$ cat config.mk
export PLATFORM = sky130hd
export DESIGN_NAME = i2c_reg_arbiter
export DESIGN_NICKNAME = d
export VERILOG_FILES = /design/src/rtl/i2c_reg_pkg.sv /design/src/rtl/i2c_reg_bank.sv /design/src/rtl/i2c_reg_arbiter.sv
export SDC_FILE = /design/constraint.sdc
export NUM_CORES = 1
export LEC_CHECK = 0
export CORE_MARGIN = 2
export CORE_UTILIZATION = 45
export CTS_CLUSTER_DIAMETER = 80
export DETAILED_ROUTE_END_ITERATION = 8
export PLACE_DENSITY_LB_ADDON = 0.05
export SLEW_MARGIN = 20
export SYNTH_ARGS = -nofsm -noshare
export SYNTH_HDL_FRONTEND = slang
export SYNTH_SLANG_ARGS = --single-unit
export TNS_END_PERCENT = 10
$ cat constraint.sdc
create_clock -name hclk -period 2.9 [get_ports hclk]
set_clock_uncertainty 0.1 [all_clocks]
set_input_delay 0.435 -clock hclk [delete_from_list [all_inputs] [get_ports hclk]]
set_output_delay 0.435 -clock hclk [all_outputs]
set_load 0.05 [all_outputs]
$ cat src/rtl/i2c_reg_pkg.sv
// Shared types and widths for the I2C/host register arbiter.
// Holds the host FSM state encoding and the address range check.
package i2c_reg_pkg;

    localparam int REG_W  = 8;
    localparam int ADDR_W = 8;

    typedef enum logic [1:0] {
        ST_IDLE  = 2'd0,
        ST_ISSUE = 2'd1,
        ST_ACK   = 2'd2
    } host_state_t;

    function automatic logic addr_in_range(input logic [ADDR_W-1:0] addr, input int depth);
        return (int'(addr) < depth);
    endfunction

endpackage

$ cat src/rtl/i2c_reg_bank.sv
// DEPTH x 8 register storage: one write port muxed with I2C priority over host,
// two combinational read ports and a flattened view of every register.
module i2c_reg_bank
    import i2c_reg_pkg::*;
#(
    parameter int               DEPTH     = 32,
    parameter logic [REG_W-1:0] RESET_VAL = 8'h00
) (
    input  logic                    hclk,
    input  logic                    hresetn,
    input  logic                    i_i2c_wr_en,
    input  logic [ADDR_W-1:0]       i_i2c_addr,
    input  logic [REG_W-1:0]        i_i2c_wdata,
    input  logic                    i_host_wr_en,
    input  logic [ADDR_W-1:0]       i_host_addr,
    input  logic [REG_W-1:0]        i_host_wdata,
    input  logic [ADDR_W-1:0]       i_rd0_addr,
    output logic [REG_W-1:0]        o_rd0_data,
    input  logic [ADDR_W-1:0]       i_rd1_addr,
    output logic [REG_W-1:0]        o_rd1_data,
    output logic [DEPTH*REG_W-1:0]  o_regs_flat
);

    localparam int IDX_W = (DEPTH > 1) ? $clog2(DEPTH) : 1;

    logic [REG_W-1:0] r_bank [DEPTH];
    logic             w_wr_en;
    logic [IDX_W-1:0] w_wr_idx;
    logic [REG_W-1:0] w_wr_data;

    // Out-of-range writes are dropped here, so the FSM never has to care.
    always_comb begin
        w_wr_en   = 1'b0;
        w_wr_idx  = '0;
        w_wr_data = '0;
        if (i_i2c_wr_en && addr_in_range(i_i2c_addr, DEPTH)) begin
            w_wr_en   = 1'b1;
            w_wr_idx  = i_i2c_addr[IDX_W-1:0];
            w_wr_data = i_i2c_wdata;
        end else if (i_host_wr_en && addr_in_range(i_host_addr, DEPTH)) begin
            w_wr_en   = 1'b1;
            w_wr_idx  = i_host_addr[IDX_W-1:0];
            w_wr_data = i_host_wdata;
        end
    end

    always_ff @(posedge hclk or negedge hresetn) begin
        if (!hresetn) begin
            for (int i = 0; i < DEPTH; i++) begin
                r_bank[i] <= RESET_VAL;
            end
        end else if (w_wr_en) begin
            r_bank[w_wr_idx] <= w_wr_data;
        end
    end

    assign o_rd0_data = addr_in_range(i_rd0_addr, DEPTH) ? r_bank[i_rd0_addr[IDX_W-1:0]] : '0;
    assign o_rd1_data = addr_in_range(i_rd1_addr, DEPTH) ? r_bank[i_rd1_addr[IDX_W-1:0]] : '0;

    for (genvar g = 0; g < DEPTH; g++) begin : g_flat
        assign o_regs_flat[g*REG_W +: REG_W] = r_bank[g];
    end

endmodule

$ cat src/rtl/i2c_reg_arbiter.sv
// Arbitrates a shared register bank between the I2C slave (absolute priority) and a host req/ack port.
// Define I2C_REG_IRQ_EN to build per-register change flags and the irq output.
module i2c_reg_arbiter
    import i2c_reg_pkg::*;
#(
    parameter int               DEPTH     = 32,
    parameter logic [REG_W-1:0] RESET_VAL = 8'h00
) (
    input  logic                    hclk,
    input  logic                    hresetn,
    input  logic                    i2c_wr_en,
    input  logic [ADDR_W-1:0]       i2c_addr,
    input  logic [REG_W-1:0]        i2c_wr_data,
    output logic [REG_W-1:0]        i2c_rd_data,
    input  logic                    host_req,
    input  logic                    host_we,
    input  logic [ADDR_W-1:0]       host_addr,
    input  logic [REG_W-1:0]        host_wdata,
    output logic                    host_ack,
    output logic [REG_W-1:0]        host_rdata,
    output logic [DEPTH*REG_W-1:0]  regs_flat,
    input  logic                    host_irq_clr,
    output logic                    irq
);

    host_state_t       r_state;
    host_state_t       w_next_state;
    logic              r_hold_we;
    logic [ADDR_W-1:0] r_hold_addr;
    logic [REG_W-1:0]  r_hold_wdata;
    logic              r_host_ack;
    logic [REG_W-1:0]  r_host_rdata;
    logic              w_latch;
    logic              w_issue_go;
    logic              w_host_wr;
    logic [REG_W-1:0]  w_host_rd_data;

    // Any I2C strobe stalls ISSUE, which keeps host reads coherent with I2C writes.
    always_comb begin
        w_next_state = r_state;
        w_latch      = 1'b0;
        w_issue_go   = 1'b0;
        w_host_wr    = 1'b0;
        case (r_state)
            ST_IDLE: begin
                if (host_req) begin
                    w_latch      = 1'b1;
                    w_next_state = ST_ISSUE;
                end
            end
            ST_ISSUE: begin
                if (!i2c_wr_en) begin
                    w_issue_go   = 1'b1;
                    w_host_wr    = r_hold_we;
                    w_next_state = ST_ACK;
                end
            end
            ST_ACK: begin
                w_next_state = ST_IDLE;
            end
            default: begin
                w_next_state = ST_IDLE;
            end
        endcase
    end

    always_ff @(posedge hclk or negedge hresetn) begin
        if (!hresetn) begin
            r_state <= ST_IDLE;
        end else begin
            r_state <= w_next_state;
        end
    end

    always_ff @(posedge hclk or negedge hresetn) begin
        if (!hresetn) begin
            r_hold_we    <= 1'b0;
            r_hold_addr  <= '0;
            r_hold_wdata <= '0;
        end else if (w_latch) begin
            r_hold_we    <= host_we;
            r_hold_addr  <= host_addr;
            r_hold_wdata <= host_wdata;
        end
    end

    always_ff @(posedge hclk or negedge hresetn) begin
        if (!hresetn) begin
            r_host_ack   <= 1'b0;
            r_host_rdata <= '0;
        end else begin
            r_host_ack <= w_issue_go;
            if (w_issue_go && !r_hold_we) begin
                r_host_rdata <= w_host_rd_data;
            end
        end
    end

    assign host_ack   = r_host_ack;
    assign host_rdata = r_host_rdata;

    i2c_reg_bank #(
        .DEPTH     (DEPTH),
        .RESET_VAL (RESET_VAL)
    ) u_bank (
        .hclk         (hclk),
        .hresetn      (hresetn),
        .i_i2c_wr_en  (i2c_wr_en),
        .i_i2c_addr   (i2c_addr),
        .i_i2c_wdata  (i2c_wr_data),
        .i_host_wr_en (w_host_wr),
        .i_host_addr  (r_hold_addr),
        .i_host_wdata (r_hold_wdata),
        .i_rd0_addr   (i2c_addr),
        .o_rd0_data   (i2c_rd_data),
        .i_rd1_addr   (r_hold_addr),
        .o_rd1_data   (w_host_rd_data),
        .o_regs_flat  (regs_flat)
    );

`ifdef I2C_REG_IRQ_EN
    localparam int IDX_W = (DEPTH > 1) ? $clog2(DEPTH) : 1;

    logic [DEPTH-1:0] r_flags;
    logic [DEPTH-1:0] w_flags_next;
    logic             r_irq;

    // Set is applied after clear so a same-cycle I2C write keeps its flag.
    always_comb begin
        w_flags_next = r_flags;
        if (host_irq_clr) begin
            w_flags_next = '0;
        end
        if (i2c_wr_en && addr_in_range(i2c_addr, DEPTH)) begin
            w_flags_next[i2c_addr[IDX_W-1:0]] = 1'b1;
        end
    end

    always_ff @(posedge hclk or negedge hresetn) begin
        if (!hresetn) begin
            r_flags <= '0;
            r_irq   <= 1'b0;
        end else begin
            r_flags <= w_flags_next;
            r_irq   <= |w_flags_next;
        end
    end

    assign irq = r_irq;
`else
    logic w_unused_irq_clr;

    assign w_unused_irq_clr = host_irq_clr;
    assign irq              = 1'b0;
`endif

endmodule

==> flow_summary.html <==
<table>
<tr><th>Metric</th><th>Value</th></tr>
<tr><th colspan="2">Timing</th></tr>
<tr><td>Final Max Slew Viols</td><td>0</td></tr>
<tr><td>Number of hold-slack violations in the final timing report</td><td>0</td></tr>
<tr><td>Final WS setup</td><td>-33.5 ps</td></tr>
<tr><td>RSZ-0062 raised after global routing</td><td>yes</td></tr>
<tr><td>Worst rel slew slack</td><td>roughly 45%</td></tr>
<tr><td>Transition time of the tightest slew-check pin</td><td>826 ps</td></tr>
<tr><td>Final Setup Violations</td><td>6</td></tr>
<tr><td>Total Negative Setup Slacks</td><td>-90.5 ps</td></tr>
<tr><td>Post-layout minimum cycle time</td><td>approximately 3000 ps</td></tr>
<tr><td>Ratio of final minimum period to clock period</td><td>101%</td></tr>
<tr><td>Achievable clock frequency</td><td>roughly 340 MHz</td></tr>
<tr><th colspan="2">Status</th></tr>
<tr><td>Result of the run</td><td>complete, but fails checks</td></tr>
<tr><td>Violations in the final reports</td><td>setup timing</td></tr>
<tr><th colspan="2">Power</th></tr>
<tr><td>Share of power burned in combinational logic</td><td>approximately a quarter</td></tr>
<tr><td>Leakage</td><td>about 0.0095 uW</td></tr>
<tr><td>Power share of the clock group</td><td>between 30% and 40%</td></tr>
<tr><td>Cell internal pwr</td><td>8140 uW</td></tr>
<tr><td>Power per cell area</td><td>between 500 and 600 nW/um^2</td></tr>
<tr><td>Peak supply drop</td><td>between 0.3 and 0.4 mV</td></tr>
<tr><td>Switching part of the total power</td><td>a little under a third</td></tr>
<tr><td>Sequential share of power</td><td>roughly 38%</td></tr>
<tr><td>P_sw</td><td>between 3000 and 4000 uW</td></tr>
<tr><th colspan="2">Synthesis</th></tr>
<tr><td>Register area share after synthesis</td><td>roughly 47%</td></tr>
<tr><td>Async SR Flop Fraction</td><td>between 90% and 100%</td></tr>
<tr><td>List of most frequent post-synthesis cells</td><td>dfrtp_1, mux2_2, mux4_2</td></tr>
<tr><td>Most common cell in the synthesized netlist</td><td>dfrtp_1</td></tr>
<tr><td>Net Count, Synth</td><td>1078</td></tr>
<tr><td>Post-synth design cell area</td><td>roughly 15000 um^2</td></tr>
<tr><td>Unique masters post-synth</td><td>48</td></tr>
<tr><td>Syn Inst Count</td><td>between 1000 and 1500</td></tr>
<tr><td>Library cell with the largest summed area after synthesis</td><td>dfrtp_1</td></tr>
<tr><td>Yosys reg bits</td><td>~280</td></tr>
<tr><td>Share of the synthesized area in the top cell type</td><td>between 40% and 50%</td></tr>
<tr><td>Number of warning messages in the yosys log</td><td>0</td></tr>
<tr><td>Post-synth top flop</td><td>dfrtp_1</td></tr>
<tr><td>EDFF count, synth</td><td>0</td></tr>
<tr><td>Biggest area contributors in the synthesized netlist</td><td>dfrtp_1, mux2_2, mux4_2, mux2i_1, nor2b_1</td></tr>
<tr><td>Synthesized area per cell</td><td>between 10 and 15 um^2</td></tr>
<tr><th colspan="2">Setup path</th></tr>
<tr><td>Setup crit start kind</td><td>flop</td></tr>
<tr><td>Worst-path cell chain</td><td>mux4_2, mux4_2, mux2i_1, nor2_2, buf_6</td></tr>
<tr><td>Reg2Reg Capture Point</td><td>u_bank.o_regs_flat[87]</td></tr>
<tr><td>Slowest stage cell on the critical path</td><td>mux4_2</td></tr>
<tr><td>Data required time at the worst endpoint</td><td>about 2400 ps</td></tr>
<tr><td>Kind of critical path</td><td>reg -&gt; out</td></tr>
<tr><td>Cell with the most instances on the worst path</td><td>mux4_2</td></tr>
<tr><td>Crit end category</td><td>output port</td></tr>
<tr><td>Startpoint of the worst register-to-register path</td><td>r_hold_addr[5]</td></tr>
<tr><td>Depth of the most critical reg-to-reg path</td><td>6</td></tr>
<tr><td>Arrival time worst endpoint</td><td>around 2400 ps</td></tr>
<tr><td>Crit-path max cell delay</td><td>around 530 ps</td></tr>
<tr><td>Setup slack of the worst register-to-register path</td><td>270 ps</td></tr>
<tr><td>Crit Path Max Fanout</td><td>4</td></tr>
<tr><th colspan="2">GRT</th></tr>
<tr><td>GR Layer Usage met1</td><td>42.7%</td></tr>
<tr><td>Initial antenna violation count</td><td>0</td></tr>
<tr><td>Most heavily used metal layer in global routing</td><td>met2</td></tr>
<tr><td>Pin count of the biggest net entering global routing</td><td>69</td></tr>
<tr><td>Wire length of the first global-routing pass</td><td>between 70000 and 80000 um</td></tr>
<tr><td>GR Layer Usage met2</td><td>a little under half</td></tr>
<tr><td>Global route overflow</td><td>0</td></tr>
<tr><td>Global routing usage summed across all routing layers</td><td>about 30%</td></tr>
<tr><td>Via count of the first global-routing pass</td><td>11702</td></tr>
<tr><td>Met3 GRT Util</td><td>under 10%</td></tr>
<tr><th colspan="2">Placement</th></tr>
<tr><td>HPWL after detailed placement</td><td>38000 um</td></tr>
<tr><td>Routability-driven placement congestion ratio</td><td>0.882</td></tr>
<tr><td>Count of buffers inserted at the top-level ports</td><td>309</td></tr>
<tr><td>Placed cells</td><td>approximately 1800</td></tr>
<tr><td>Place WS</td><td>-250 ps</td></tr>
<tr><th colspan="2">Clocking</th></tr>
<tr><td>CTS sink cnt</td><td>about 280</td></tr>
<tr><td>Clock insertion delay at the later pin of the skew report</td><td>between 500 and 600 ps</td></tr>
<tr><td>H-Tree Level Count</td><td>2</td></tr>
<tr><td>CTS tree</td><td>yes</td></tr>
<tr><td>Root buffer cell</td><td>clkbuf_16</td></tr>
<tr><td>Num CTS Buffers</td><td>35</td></tr>
<tr><td>Maximum clock path buffer count</td><td>3</td></tr>
<tr><td>Register clock-pin slew on the reported worst setup and hold paths</td><td>roughly 60 ps</td></tr>
<tr><th colspan="2">Cells and area</th></tr>
<tr><td>Final cell count without fillers</td><td>~1900</td></tr>
<tr><td>Filler cell count</td><td>2561</td></tr>
<tr><td>Final nets</td><td>between 1000 and 1500</td></tr>
<tr><td>Area occupied by multi-input gates</td><td>between 7000 and 8000 um^2</td></tr>
<tr><td>Fraction of final layout cells with drive strength greater than 1</td><td>between 40% and 50%</td></tr>
<tr><td>Number of diodes added for antenna fixing</td><td>0</td></tr>
<tr><td>Area of all sequential standard cells</td><td>a little over 7000 um^2</td></tr>
<tr><td>Final standard cell utilization of the core</td><td>between 60% and 70%</td></tr>
<tr><td>Area added between synthesis and finish</td><td>38.8%</td></tr>
<tr><th colspan="2">Route</th></tr>
<tr><td>Remaining antenna violation count</td><td>0</td></tr>
<tr><td>Number of DRC violations after detailed-routing iteration 0</td><td>about 800</td></tr>
<tr><td>Final wirelength</td><td>~52000 um</td></tr>
<tr><td>Post-route DRC violation count</td><td>0</td></tr>
<tr><td>Number of optimization iterations in the first detailed-route pass</td><td>6</td></tr>
<tr><td>Vias after detailed routing</td><td>11373</td></tr>
<tr><td>Via density per instance</td><td>about 5.9</td></tr>
<tr><td>Routed wire per std cell</td><td>about 27 um</td></tr>
<tr><th colspan="2">Die</th></tr>
<tr><td>Placement row count</td><td>67</td></tr>
<tr><td>Core area</td><td>around 33000 um^2</td></tr>
<tr><td>Starting density of the core</td><td>a little under half</td></tr>
<tr><td>Number of primary I/O pins</td><td>roughly 310</td></tr>
<tr><td>Die Footprint</td><td>~35000 um^2</td></tr>
<tr><td>Chip width</td><td>188 um</td></tr>
<tr><td>Die boundary height</td><td>~190 um</td></tr>
<tr><th colspan="2">Job</th></tr>
<tr><td># Max-Cap Violations</td><td>0</td></tr>
<tr><th colspan="2">Min path</th></tr>
<tr><td>Hold crit path type</td><td>in -&gt; async</td></tr>
</table>
[worst max-delay path by stage]
stage / start / endpoint / cells past startpoint
after floorplan: i2c_addr[0] / i2c_rd_data[7] / 6
after global placement: i2c_addr[6] / u_bank.o_regs_flat[35] / 8
after detailed placement: i2c_addr[6] / u_bank.o_regs_flat[35] / 8
after CTS: u_bank.o_regs_flat[66] / i2c_rd_data[2] / 5
after global routing: u_bank.o_regs_flat[98] / i2c_rd_data[2] / 5
final: u_bank.o_regs_flat[94] / i2c_rd_data[6] / 5
[critical path, delay by kind of cell (launching register included)]
| family | cells | cell delay [ps] |
|---|---|---|
| multiplexers | 3 | 1200 |
| flip-flops | 1 | 400 |
| buffers and inverters | 1 | 190 |
| AND/OR/NAND/NOR | 1 | 90 |
[state kept, by name, indices dropped and copies added (netlist names)]
register,count
host_ack,1
r_hold_wdata,8
u_bank.o_regs_flat,256
r_state,2
r_hold_addr,8
host_rdata,8
r_hold_we,1
[logic make-up after synthesis]
logic type	after synthesis	share of synthesized area [%]
muxes	467	42.3
other	1	0.0246
AOI/OAI and AO/OA	88	4.49
and+or+nand+nor	107	4.01
buffers and inverters	93	2.70
DFF	284	46.5
[through the flow]
stage	hold WS, ps	power (uW)	area (um^2)
finish	360	11700	21200
global route	405	12100	21200
CTS	364	11800	21200
detailed placement	310	7210	19700
global placement	303	7170	19700
floorplan	39.4	6050	15300
[timing repair]
| action | CTS | global route |
|---|---|---|
| hold endpoints to repair | 52 | 0 |
| resized for setup | 12 | 2 |
| hold buffers | 1 | 0 |
| gates cloned | 0 | 0 |
| setup endpoints to repair | 8 | 8 |
| buffers inserted | 22 | 4 |
[cell type report]
class	count	share of cell area, %
clock buffers	51	4.90
clock inverters	11	0.762
repair buffers	454	21.5
multi-input cells	663	36.7
inverters	1	0.0177
well taps	448	2.64
flip-flops and latches	284	33.6
[layout by cell type, fill, tap and decap left out, types with 7 or more instances in the layout]
cell	netlist	layout
mux2_2	279	279
nand3_1	8	8
nor2_1	11	8
dfrtp_1	284	282
a22o_1	14	14
buf_4	9	115
a21oi_1	22	22
buf_12	0	28
clkbuf_1	36	8
clkbuf_16	0	37
mux4_2	113	113
a211oi_1	9	9
mux2i_1	67	67
clkdlybuf4s50_1	0	298
and2_1	7	7
nor2b_1	22	22
nand2_1	23	23
a22oi_1	13	13
buf_6	0	10
nand2_2	14	14
[routing by layer]
metal,up-vias,part of all wire (%)
met3,87,6.8
met2,513,46
met1,5947,44
met5,-,0
li1,4826,-
met4,0,3.3
[power groups by stage]
stage               Sequential (uW)  Combinational [uW]  Clock (uW)
floorplan                      4530                1510           0
global placement               4490                2680           0
detailed placement             4490                2720           0
CTS                            4420                2740        4630
global route                   4450                2870        4800
finish                         4420                2740        4570
No activity file was read; power rests on OpenSTA's default activity.
